## src/rtl/timer_scheduler_pkg.sv

```systemverilog
// Shared definitions for the alarm-channel timer scheduler.
package timer_scheduler_pkg;

  localparam int unsigned NCH_DEFAULT = 4;
  localparam int unsigned TW_DEFAULT  = 16;

  typedef enum logic [1:0] {
    StIdle,
    StArmed,
    StFired
  } ch_state_e;

endpackage

```

## src/rtl/timer_scheduler_if.sv

```systemverilog
// Command and status bundle between a host and the timer scheduler.
interface timer_scheduler_if
  import timer_scheduler_pkg::*;
#(
  parameter int unsigned NCH = NCH_DEFAULT,
  parameter int unsigned TW  = TW_DEFAULT
);
  localparam int unsigned CW = $clog2(NCH);

  logic          tick;
  logic          wr_en;
  logic [CW-1:0] wr_ch;
  logic [TW-1:0] wr_delay;
  logic          wr_periodic;
  logic          cancel_en;
  logic [CW-1:0] cancel_ch;
  logic          ack_en;
  logic [CW-1:0] ack_ch;

  logic [TW-1:0]  time_now;
  logic [NCH-1:0] armed;
  logic [NCH-1:0] pending;
  logic [NCH-1:0] overrun;
  logic           irq;
  logic [CW-1:0]  irq_ch;

  modport master (
    output tick, wr_en, wr_ch, wr_delay, wr_periodic, cancel_en, cancel_ch, ack_en, ack_ch,
    input  time_now, armed, pending, overrun, irq, irq_ch
  );

  modport slave (
    input  tick, wr_en, wr_ch, wr_delay, wr_periodic, cancel_en, cancel_ch, ack_en, ack_ch,
    output time_now, armed, pending, overrun, irq, irq_ch
  );

endinterface

```

## src/rtl/timer_channel.sv

```systemverilog
// One alarm channel: countdown in time-base ticks, one-shot or periodic, with pending/overrun flags.
module timer_channel
  import timer_scheduler_pkg::*;
#(
  parameter int unsigned TW = TW_DEFAULT
) (
  input  logic          clk,
  input  logic          rst,
  input  logic          tick,
  input  logic          wr,
  input  logic [TW-1:0] wr_delay,
  input  logic          wr_periodic,
  input  logic          cancel,
  input  logic          ack,
  output logic          armed,
  output logic          pending,
  output logic          overrun
);

  ch_state_e     state_q;
  logic [TW-1:0] remaining_q;
  logic [TW-1:0] reload_q;
  logic          periodic_q;
  logic          pending_q;
  logic          overrun_q;
  logic          ack_hit;

  assign ack_hit = ack && pending_q;

  always_ff @(posedge clk or posedge rst) begin
    if (rst) begin
      state_q     <= StIdle;
      remaining_q <= '0;
      reload_q    <= '0;
      periodic_q  <= 1'b0;
      pending_q   <= 1'b0;
      overrun_q   <= 1'b0;
    end else if (wr) begin
      remaining_q <= wr_delay;
      reload_q    <= wr_delay;
      periodic_q  <= wr_periodic;
      overrun_q   <= 1'b0;
      if (wr_delay == '0) begin
        state_q   <= StFired;
        pending_q <= 1'b1;
      end else begin
        state_q   <= StArmed;
        pending_q <= 1'b0;
      end
    end else if (cancel) begin
      state_q     <= StIdle;
      remaining_q <= '0;
      pending_q   <= 1'b0;
      overrun_q   <= 1'b0;
    end else begin
      if (ack_hit) begin
        pending_q <= 1'b0;
        overrun_q <= 1'b0;
        if (state_q == StFired) state_q <= StIdle;
      end
      if (state_q == StArmed && tick) begin
        if (remaining_q == TW'(1)) begin
          // An acknowledge in the same cycle outranks the expiry's flag update.
          if (!ack_hit) begin
            pending_q <= 1'b1;
            if (pending_q && periodic_q) overrun_q <= 1'b1;
          end
          if (periodic_q) begin
            remaining_q <= reload_q;
          end else begin
            remaining_q <= '0;
            state_q     <= StFired;
          end
        end else begin
          remaining_q <= remaining_q - TW'(1);
        end
      end
    end
  end

  assign armed   = (state_q == StArmed) || (state_q == StFired && periodic_q);
  assign pending = pending_q;
  assign overrun = overrun_q;

endmodule

```

## src/rtl/timer_scheduler.sv

```systemverilog
// Multi-channel alarm scheduler: free-running time base, NCH channels, round-robin irq selection.
module timer_scheduler
  import timer_scheduler_pkg::*;
#(
  parameter int unsigned NCH = NCH_DEFAULT,
  parameter int unsigned TW  = TW_DEFAULT
) (
  input logic              clk,
  input logic              rst,
  timer_scheduler_if.slave bus
);

  localparam int unsigned CW = $clog2(NCH);

  logic [TW-1:0]  time_q;
  logic [NCH-1:0] armed;
  logic [NCH-1:0] pending;
  logic [NCH-1:0] overrun;
  logic [CW-1:0]  ptr_q;
  logic [CW-1:0]  cur_q;
  logic           held_q;
  logic [CW-1:0]  sel;
  logic [CW-1:0]  idx;
  logic           found;
  logic           ack_hit;

  for (genvar i = 0; i < NCH; i++) begin : g_ch
    timer_channel #(
      .TW(TW)
    ) u_ch (
      .clk        (clk),
      .rst        (rst),
      .tick       (bus.tick),
      .wr         (bus.wr_en && (bus.wr_ch == CW'(i))),
      .wr_delay   (bus.wr_delay),
      .wr_periodic(bus.wr_periodic),
      .cancel     (bus.cancel_en && (bus.cancel_ch == CW'(i))),
      .ack        (bus.ack_en && (bus.ack_ch == CW'(i))),
      .armed      (armed[i]),
      .pending    (pending[i]),
      .overrun    (overrun[i])
    );
  end

  // Only an acknowledge that actually clears a flag moves the round-robin start point.
  assign ack_hit = bus.ack_en && pending[bus.ack_ch]
                && !(bus.wr_en && (bus.wr_ch == bus.ack_ch))
                && !(bus.cancel_en && (bus.cancel_ch == bus.ack_ch));

  always_comb begin
    sel   = '0;
    idx   = '0;
    found = 1'b0;
    if (held_q && pending[cur_q]) begin
      sel = cur_q;
    end else begin
      for (int k = 0; k < int'(NCH); k++) begin
        idx = CW'((int'(ptr_q) + k) % int'(NCH));
        if (!found && pending[idx]) begin
          sel   = idx;
          found = 1'b1;
        end
      end
    end
  end

  always_ff @(posedge clk or posedge rst) begin
    if (rst) begin
      time_q <= '0;
      ptr_q  <= '0;
      cur_q  <= '0;
      held_q <= 1'b0;
    end else begin
      if (bus.tick) time_q <= time_q + TW'(1);
      cur_q  <= sel;
      held_q <= |pending;
      if (ack_hit) ptr_q <= (bus.ack_ch == CW'(NCH - 1)) ? '0 : bus.ack_ch + CW'(1);
    end
  end

  assign bus.time_now = time_q;
  assign bus.armed    = armed;
  assign bus.pending  = pending;
  assign bus.overrun  = overrun;
  assign bus.irq      = |pending;
  assign bus.irq_ch   = sel;

endmodule

```

## src/flat_wrapper.sv

```systemverilog
// flat-port wrapper written by rule: the top's interface ports become plain ports
module timer_scheduler_flat import timer_scheduler_pkg::*;
#(
  parameter int unsigned NCH = NCH_DEFAULT,
  parameter int unsigned TW  = TW_DEFAULT
)
  (clk, rst, bus_tick, bus_wr_en, bus_wr_ch, bus_wr_delay, bus_wr_periodic, bus_cancel_en, bus_cancel_ch, bus_ack_en, bus_ack_ch, bus_time_now, bus_armed, bus_pending, bus_overrun, bus_irq, bus_irq_ch);
  timer_scheduler_if #(.NCH(NCH), .TW(TW)) bus_i ();
  input logic clk;
  input logic rst;
  input wire logic [$bits(bus_i.tick)-1:0] bus_tick;
  input wire logic [$bits(bus_i.wr_en)-1:0] bus_wr_en;
  input wire logic [$bits(bus_i.wr_ch)-1:0] bus_wr_ch;
  input wire logic [$bits(bus_i.wr_delay)-1:0] bus_wr_delay;
  input wire logic [$bits(bus_i.wr_periodic)-1:0] bus_wr_periodic;
  input wire logic [$bits(bus_i.cancel_en)-1:0] bus_cancel_en;
  input wire logic [$bits(bus_i.cancel_ch)-1:0] bus_cancel_ch;
  input wire logic [$bits(bus_i.ack_en)-1:0] bus_ack_en;
  input wire logic [$bits(bus_i.ack_ch)-1:0] bus_ack_ch;
  output wire logic [$bits(bus_i.time_now)-1:0] bus_time_now;
  output wire logic [$bits(bus_i.armed)-1:0] bus_armed;
  output wire logic [$bits(bus_i.pending)-1:0] bus_pending;
  output wire logic [$bits(bus_i.overrun)-1:0] bus_overrun;
  output wire logic [$bits(bus_i.irq)-1:0] bus_irq;
  output wire logic [$bits(bus_i.irq_ch)-1:0] bus_irq_ch;
  assign bus_i.tick = bus_tick;
  assign bus_i.wr_en = bus_wr_en;
  assign bus_i.wr_ch = bus_wr_ch;
  assign bus_i.wr_delay = bus_wr_delay;
  assign bus_i.wr_periodic = bus_wr_periodic;
  assign bus_i.cancel_en = bus_cancel_en;
  assign bus_i.cancel_ch = bus_cancel_ch;
  assign bus_i.ack_en = bus_ack_en;
  assign bus_i.ack_ch = bus_ack_ch;
  assign bus_time_now = bus_i.time_now;
  assign bus_armed = bus_i.armed;
  assign bus_pending = bus_i.pending;
  assign bus_overrun = bus_i.overrun;
  assign bus_irq = bus_i.irq;
  assign bus_irq_ch = bus_i.irq_ch;
  timer_scheduler #(.NCH(NCH), .TW(TW)) u_core (.clk(clk), .rst(rst), .bus(bus_i));
endmodule
```

## config.mk

```make
export PLATFORM = sky130hd
export DESIGN_NAME = timer_scheduler_flat
export DESIGN_NICKNAME = d
export VERILOG_FILES = /design/src/rtl/timer_scheduler_pkg.sv /design/src/rtl/timer_scheduler_if.sv /design/src/rtl/timer_channel.sv /design/src/rtl/timer_scheduler.sv /design/src/flat_wrapper.sv
export SDC_FILE = /design/constraint.sdc
export NUM_CORES = 1
export LEC_CHECK = 0
export BUFFER_PORTS_ARGS = -buffer_cell sky130_fd_sc_hd__buf_2
export CAP_MARGIN = 40
export CORE_MARGIN = 2
export CORE_UTILIZATION = 25
export CTS_CLUSTER_SIZE = 16
export DETAILED_ROUTE_END_ITERATION = 10
export SYNTH_ARGS = -nofsm -noshare
export SYNTH_HDL_FRONTEND = slang
export SYNTH_SLANG_ARGS = --single-unit
```

## constraint.sdc

```tcl
create_clock -name clk -period 7.4 [get_ports clk]
set_input_delay 0.74 -clock clk [delete_from_list [all_inputs] [get_ports clk]]
set_output_delay 0.74 -clock clk [all_outputs]
set_load 0.02 [all_outputs]
```

; Yosys cells after proc, flatten, opt, wreduce, memory -nomap -nowiden
; Index checks and enable logic that the tools add are counted.
[word_totals]
input_bits = 29
reg_bits = 169
word_cells = 247
[op_classes]
n_lt_le_gt_ge = 6
reduce_logical = 55
n_eq_ne = 23
n_addsub = 9
n_mux = 126
[op_table]
columns = op, count
row1 = 16-bit 2-to-1 mux, 20
row2 = 2-bit 2-to-1 mux, 35
row3 = 1-bit 2-to-1 mux, 65
row4 = 16-bit by 1-bit == test with 1-bit output (second input constant), 4
row5 = 16-bit by 1-bit subtractor with 16-bit output (second input constant), 4
row6 = 1-bit logical AND, 37
row7 = 2-bit == test (second input constant), 10
row8 = 2-bit by 3-bit less-than comparator with 1-bit output (second input constant), 6
row9 = 16-bit by 1-bit adder with 16-bit output (second input constant), 1
row10 = 16-bit logical NOT, 1
row11 = 2-bit by 1-bit == test with 1-bit output (second input constant), 7
row12 = 1-bit binary-select mux with 2-bit select, 6
row13 = 3-bit nonzero test, 4
row14 = 2-bit logical NOT, 3
row15 = 1-bit logical NOT, 5
row16 = 2-bit by 1-bit adder with 2-bit output (second input constant), 2
row17 = 2-bit adder (second input constant), 2
row18 = 2-bit == test, 2
row19 = 1-bit logical OR, 4
row20 = 4-bit OR reduction, 1

; Logic depth before layout (Yosys ltp)
[logic_depth]
ltp_word = 16
depth_mapped = 9

; By module
; Synthesis repeated with hierarchy kept, for this count alone.
[hier_totals]
cells_unflattened = 1033
area_unflattened_um2 = 9813.2
[by_module_without_submodules]
columns = module, area_each_um2, cells_each, instances
row1 = timer_channel, 2148.3, 229, 4
row2 = timer_scheduler, 1219.9, 117, 1

; Worst setup path after synthesis
; No wires, ideal clock.
[synth_path]
path_kind = input to register
startpoint = input port bus_wr_ch[1]
endpoint = register u_core.g_ch[0].u_ch.remaining_q[10]
setup_ns = 0.126
path_buffers = 3
stages = 7
arrival_time_ns = 2.299
setup_slack_ns = 4.975
path_cell_list = clkbuf_1 > or3b_2 > buf_2 > o21ai_0 > nor2_1 > clkbuf_1 > a221o_1
[synth_between]
elab_chain_len = 3
elab_cells_between_ends = 4
cone_classes = mux: 1 / reduce/logical: 3
[synth_lines]
columns = item, line
row1 = "start, declared", flat_wrapper.sv:13  ; input wire logic [$bits(bus_i.wr_ch)-1:0] bus_wr_ch;
row2 = 2-bit logical NOT (*), timer_scheduler.sv:34  ; .wr (bus.wr_en && (bus.wr_ch == CW'(i))),
row3 = 1-bit logical AND (*), timer_scheduler.sv:34
row4 = 3-bit nonzero test (no line) or 16-bit 2-to-1 mux (tied branches), --
row5 = "end signal, assigned", timer_channel.sv:39  ; remaining_q <= wr_delay;
row6 = "end signal, assigned", timer_channel.sv:69  ; remaining_q <= reload_q;
row7 = "end signal, assigned", timer_channel.sv:75  ; remaining_q <= remaining_q - TW'(1);
row8 = "end, declared", timer_channel.sv:21  ; logic [TW-1:0] remaining_q;
; Mark *: on every way between the ends. The rest lies on a longest branch, timed or not.
; A chain may end at the register's enable or synchronous reset.

; Worst setup path in the final report
[layout_path]
startpoint = register u_core.g_ch[2].u_ch.pending_q
endpoint = output port bus_irq_ch[1]
[layout_between]
elab_chain_len = 16
elab_cells_between_ends = 28
cone_classes = mux: 21 / reduce/logical: 7
[layout_lines]
columns = item, line
row1 = "start, declared", timer_channel.sv:24  ; logic pending_q;
row2 = "start signal, assigned", timer_channel.sv:36  ; pending_q <= 1'b0;
row3 = "start signal, assigned", timer_channel.sv:45  ; pending_q <= 1'b1;
row4 = "start signal, assigned", timer_channel.sv:48  ; pending_q <= 1'b0;
row5 = 1-bit binary-select mux with 2-bit select, timer_scheduler.sv:59  ; if (!found && pending[idx]) begin
row6 = 1-bit 2-to-1 mux (implied by the code), timer_scheduler.sv:59
row7 = 1-bit 2-to-1 mux, timer_scheduler.sv:59
row8 = 1-bit 2-to-1 mux, timer_scheduler.sv:54  ; if (held_q && pending[cur_q]) begin
row9 = 1-bit logical NOT, timer_scheduler.sv:59
row10 = 1-bit logical AND, timer_scheduler.sv:59
row11 = 1-bit 2-to-1 mux, timer_scheduler.sv:59
row12 = 1-bit 2-to-1 mux, timer_scheduler.sv:54
row13 = 1-bit logical NOT, timer_scheduler.sv:59
row14 = 1-bit logical AND, timer_scheduler.sv:59
row15 = 1-bit 2-to-1 mux, timer_scheduler.sv:59
row16 = 1-bit 2-to-1 mux, timer_scheduler.sv:54
row17 = 1-bit logical NOT, timer_scheduler.sv:59
row18 = 1-bit logical AND, timer_scheduler.sv:59
row19 = 2-bit 2-to-1 mux, timer_scheduler.sv:59
row20 = 2-bit 2-to-1 mux (*), timer_scheduler.sv:54
row21 = "end, declared", flat_wrapper.sv:25  ; output wire logic [$bits(bus_i.irq_ch)-1:0] bus_irq_ch;
; Mark *: on every way between the ends. The rest lies on a longest branch, timed or not. The select of a mux whose other input is x is not followed.

==> flow_summary.json <==
{
  "slew_headroom": 0.398,
  "ctsResizeCount": 0,
  "hold_viol_final": 0,
  "synth_top_area_share": 0.445,
  "wl_per_cell_um": 17.0,
  "critPathRequiredTime_ns": 6.66,
  "drt_iter0_drc": 825,
  "die_area_um2": 39600,
  "switchingPower_w": 0.00110,
  "synth.area.top_cells": "dfrtp_1 44%, nand2_1 11%, xnor2_1 3.4%, o21ai_0 3.1%, a21oi_1 2.7%",
  "period_needed_ns": 2.86,
  "seqPwrFrac": 0.443,
  "avgSynthCellArea_um2": 8.68,
  "first_global_vias": 7964,
  "nets": 1146,
  "critPathLaunchType": "register",
  "drive_above_1_share": 0.118,
  "core-area_um2": 37600,
  "root_buffer": "clkbuf_16",
  "synthesis.area_um2": 9510,
  "p_sw_frac": 0.367,
  "syn_nets": 1137,
  "p_per_area_nw_per_um2": 277,
  "cts_tree": "built",
  "fp.dieH_um": 199,
  "routed_wl_um": 27800,
  "vias": 8229,
  "worst_slew_pin_slew_ns": 0.899,
  "cp-end-kind": "primary output",
  "grt_first_pass_wirelength_um": 44400,
  "synth_seq_area_share": 0.445,
  "timing.final.ws_setup_ns": 4.54,
  "cp_max_fo": 10,
  "p_int_w": 0.00189,
  "clk_path_buf_depth": 2,
  "p_clk_frac": 0.303,
  "antenna_found_initial": 6,
  "outcome": "finished, final reports clean",
  "ios": 60,
  "ys.flop_type": "dfrtp_1",
  "die_w_um": 199,
  "crit_type": "register to primary output",
  "ant_nets": 0,
  "ys_ff_latch": 169,
  "port_buffers": 59,
  "cts_setup_buffers": 0,
  "comb_power_share": 0.253,
  "cts.htree.levels": 4,
  "post-place-ws_ns": 4.31,
  "leakage_nw": 4.74,
  "grt_start_max_net_pins": 67,
  "synthArstFlopShare": 1.00,
  "dp_hpwl_um": 18300,
  "peakVddDrop_mv": 0.167,
  "gp_congestion": 0.805,
  "initial_core_util": 0.253,
  "fin_total_pwr_w": 0.00299,
  "postCtsHoldBufs": 0,
  "overflow": 0,
  "finalMaxSlewViolations": 0,
  "insertion_delay_ns": 0.44,
  "track_usage": 0.144,
  "worstHoldPathType": "input pin to asynchronous set/reset pin",
  "clk_pin_slew_ns": 0.07,
  "drc": 0,
  "syn_to_final_growth_pct": 13.5,
  "firstDrtPassIters": 5,
  "timing.fmax_mhz": 349,
  "cts_buffers": 17,
  "synth_edf_count": 0,
  "placementRows": 71,
  "vias_per_cell": 5.04,
  "synth.distinct_cells": 74,
  "final_cell_mix": "271 x nand2_1, 169 x dfrtp_1, 60 x buf_2",
  "synth_top_cell_by_area": "dfrtp_1",
  "fin_worst_skew_ns": 0.0182,
  "setup_viol": 0,
  "final_common_cell": "nand2_1",
  "drv_cap": 0,
  "clock_sinks": 169,
  "ys_warn_count": 0,
  "period_share": 0.387,
  "cp.arrival_ns": 2.12,
  "finalSetupTns_ns": 0,
  "utilization": 0.287,
  "rsz0062_at_grt": "no",
  "syn_inst": 1095
}
-- worst max-delay path, stage by stage (launching register included) --
cell	delay (ns)
dfrtp_1	0.53
mux4_2	0.51
nand2_1	0.12
mux2_2	0.35
buf_2	0.16
-- power groups by stage --
stage	registers [W]	logic [W]	clock network, W
6_report	0.00133	0.000756	0.000907
5_1_grt	0.00136	0.000856	0.000963
4_1_cts	0.00132	0.000757	0.000924
3_5_place_dp	0.00133	0.000751	0
3_3_place_gp	0.00133	0.000729	0
2_1_floorplan	0.00128	0.000599	0
-- final cells by class --
class,count,area [um^2]
fillers,3974,26800
multi-input cells,822,4800
diodes,6,15.0
inverters,23,91.3
clock inverters,15,158
clock buffers,17,425
well taps,511,639
repair buffers,71,438
flip-flops and latches,169,4230
-- per-stage QoR --
step	std cells	hold WS [ns]	cell area [um^2]
after global placement	1588	0.450	10100
after CTS	1628	0.329	10800
after detailed placement	1596	0.455	10200
after floorplan	1095	0.437	9510
final	1634	0.316	10800
after global routing	1630	0.354	10800
-- logic make-up (layout without fill, tap and decap cells) --
logic type / Yosys count / after routing / synth area share
AND/OR/NAND/NOR: 491 / 491 / 0.248
AO/OA/AOI/OAI: 249 / 249 / 0.169
flip-flops: 169 / 169 / 0.445
buffers and inverters: 104 / 126 / 0.0509
XOR/XNOR: 54 / 54 / 0.0497
multiplexers: 15 / 15 / 0.0204
adder cells (fa/ha/maj): 13 / 13 / 0.0171
other: 0 / 6 / 0
-- routing by layer --
| layer | track usage | vias up | share of wire |
|---|---|---|---|
| met4 | 0.0423 | 2 | 0.017 |
| li1 | - | 3906 | - |
| met2 | 0.224 | 235 | 0.45 |
| met3 | 0.0410 | 30 | 0.064 |
| met1 | 0.195 | 4056 | 0.47 |
| met5 | 0 | - | 0.00047 |
-- flip-flops by register name (all words and copies together) (netlist names) --
signal / cells
u_core.g_ch.u_ch.reload_q: 64
u_core.ptr_q: 2
u_core.g_ch.u_ch.periodic_q: 4
u_core.g_ch.u_ch.pending: 4
u_core.g_ch.u_ch.remaining_q: 64
u_core.g_ch.u_ch.overrun: 4
u_core.bus.time_now: 16
u_core.g_ch.u_ch.state_q: 8
u_core.held_q: 1
u_core.cur_q: 2
-- final timing paths --
check / startpoint / endpoint / slack, ns / depth (start not counted)
setup / recovery: u_core.g_ch[2].u_ch.pending$_DFF_PP0_ / bus_irq_ch[1] / 4.54 / 4
hold / removal: rst / u_core.g_ch[0].u_ch.reload_q[15]$_DFFE_PP0P_ / 0.32 / 2
setup reg to reg: u_core.g_ch[0].u_ch.remaining_q[7]$_DFFE_PP0P_ / u_core.g_ch[0].u_ch.remaining_q[13]$_DFFE_PP0P_ / 4.60 / 5
hold reg to reg: u_core.g_ch[2].u_ch.reload_q[13]$_DFFE_PP0P_ / u_core.g_ch[2].u_ch.reload_q[13]$_DFFE_PP0P_ / 0.47 / 2
max in group asynchronous: rst / u_core.g_ch[2].u_ch.state_q[1]$_DFF_PP0_ / 5.55 / 4
min in group clk: u_core.g_ch[2].u_ch.reload_q[13]$_DFFE_PP0P_ / u_core.g_ch[2].u_ch.reload_q[13]$_DFFE_PP0P_ / 0.47 / 2
-- cells in the mapped netlist, types with 18 or more instances --
| master | instances |
|---|---|
| a22oi_1 | 34 |
| dfrtp_1 | 169 |
| a21oi_1 | 51 |
| clkbuf_1 | 45 |
| and3_1 | 18 |
| a31oi_1 | 26 |
| inv_1 | 23 |
| o21ai_0 | 59 |
| nand2_1 | 271 |
| xnor2_1 | 37 |
| nand3_1 | 32 |
| nor2_1 | 50 |
Note: power is estimated with default switching activity, not from simulation.
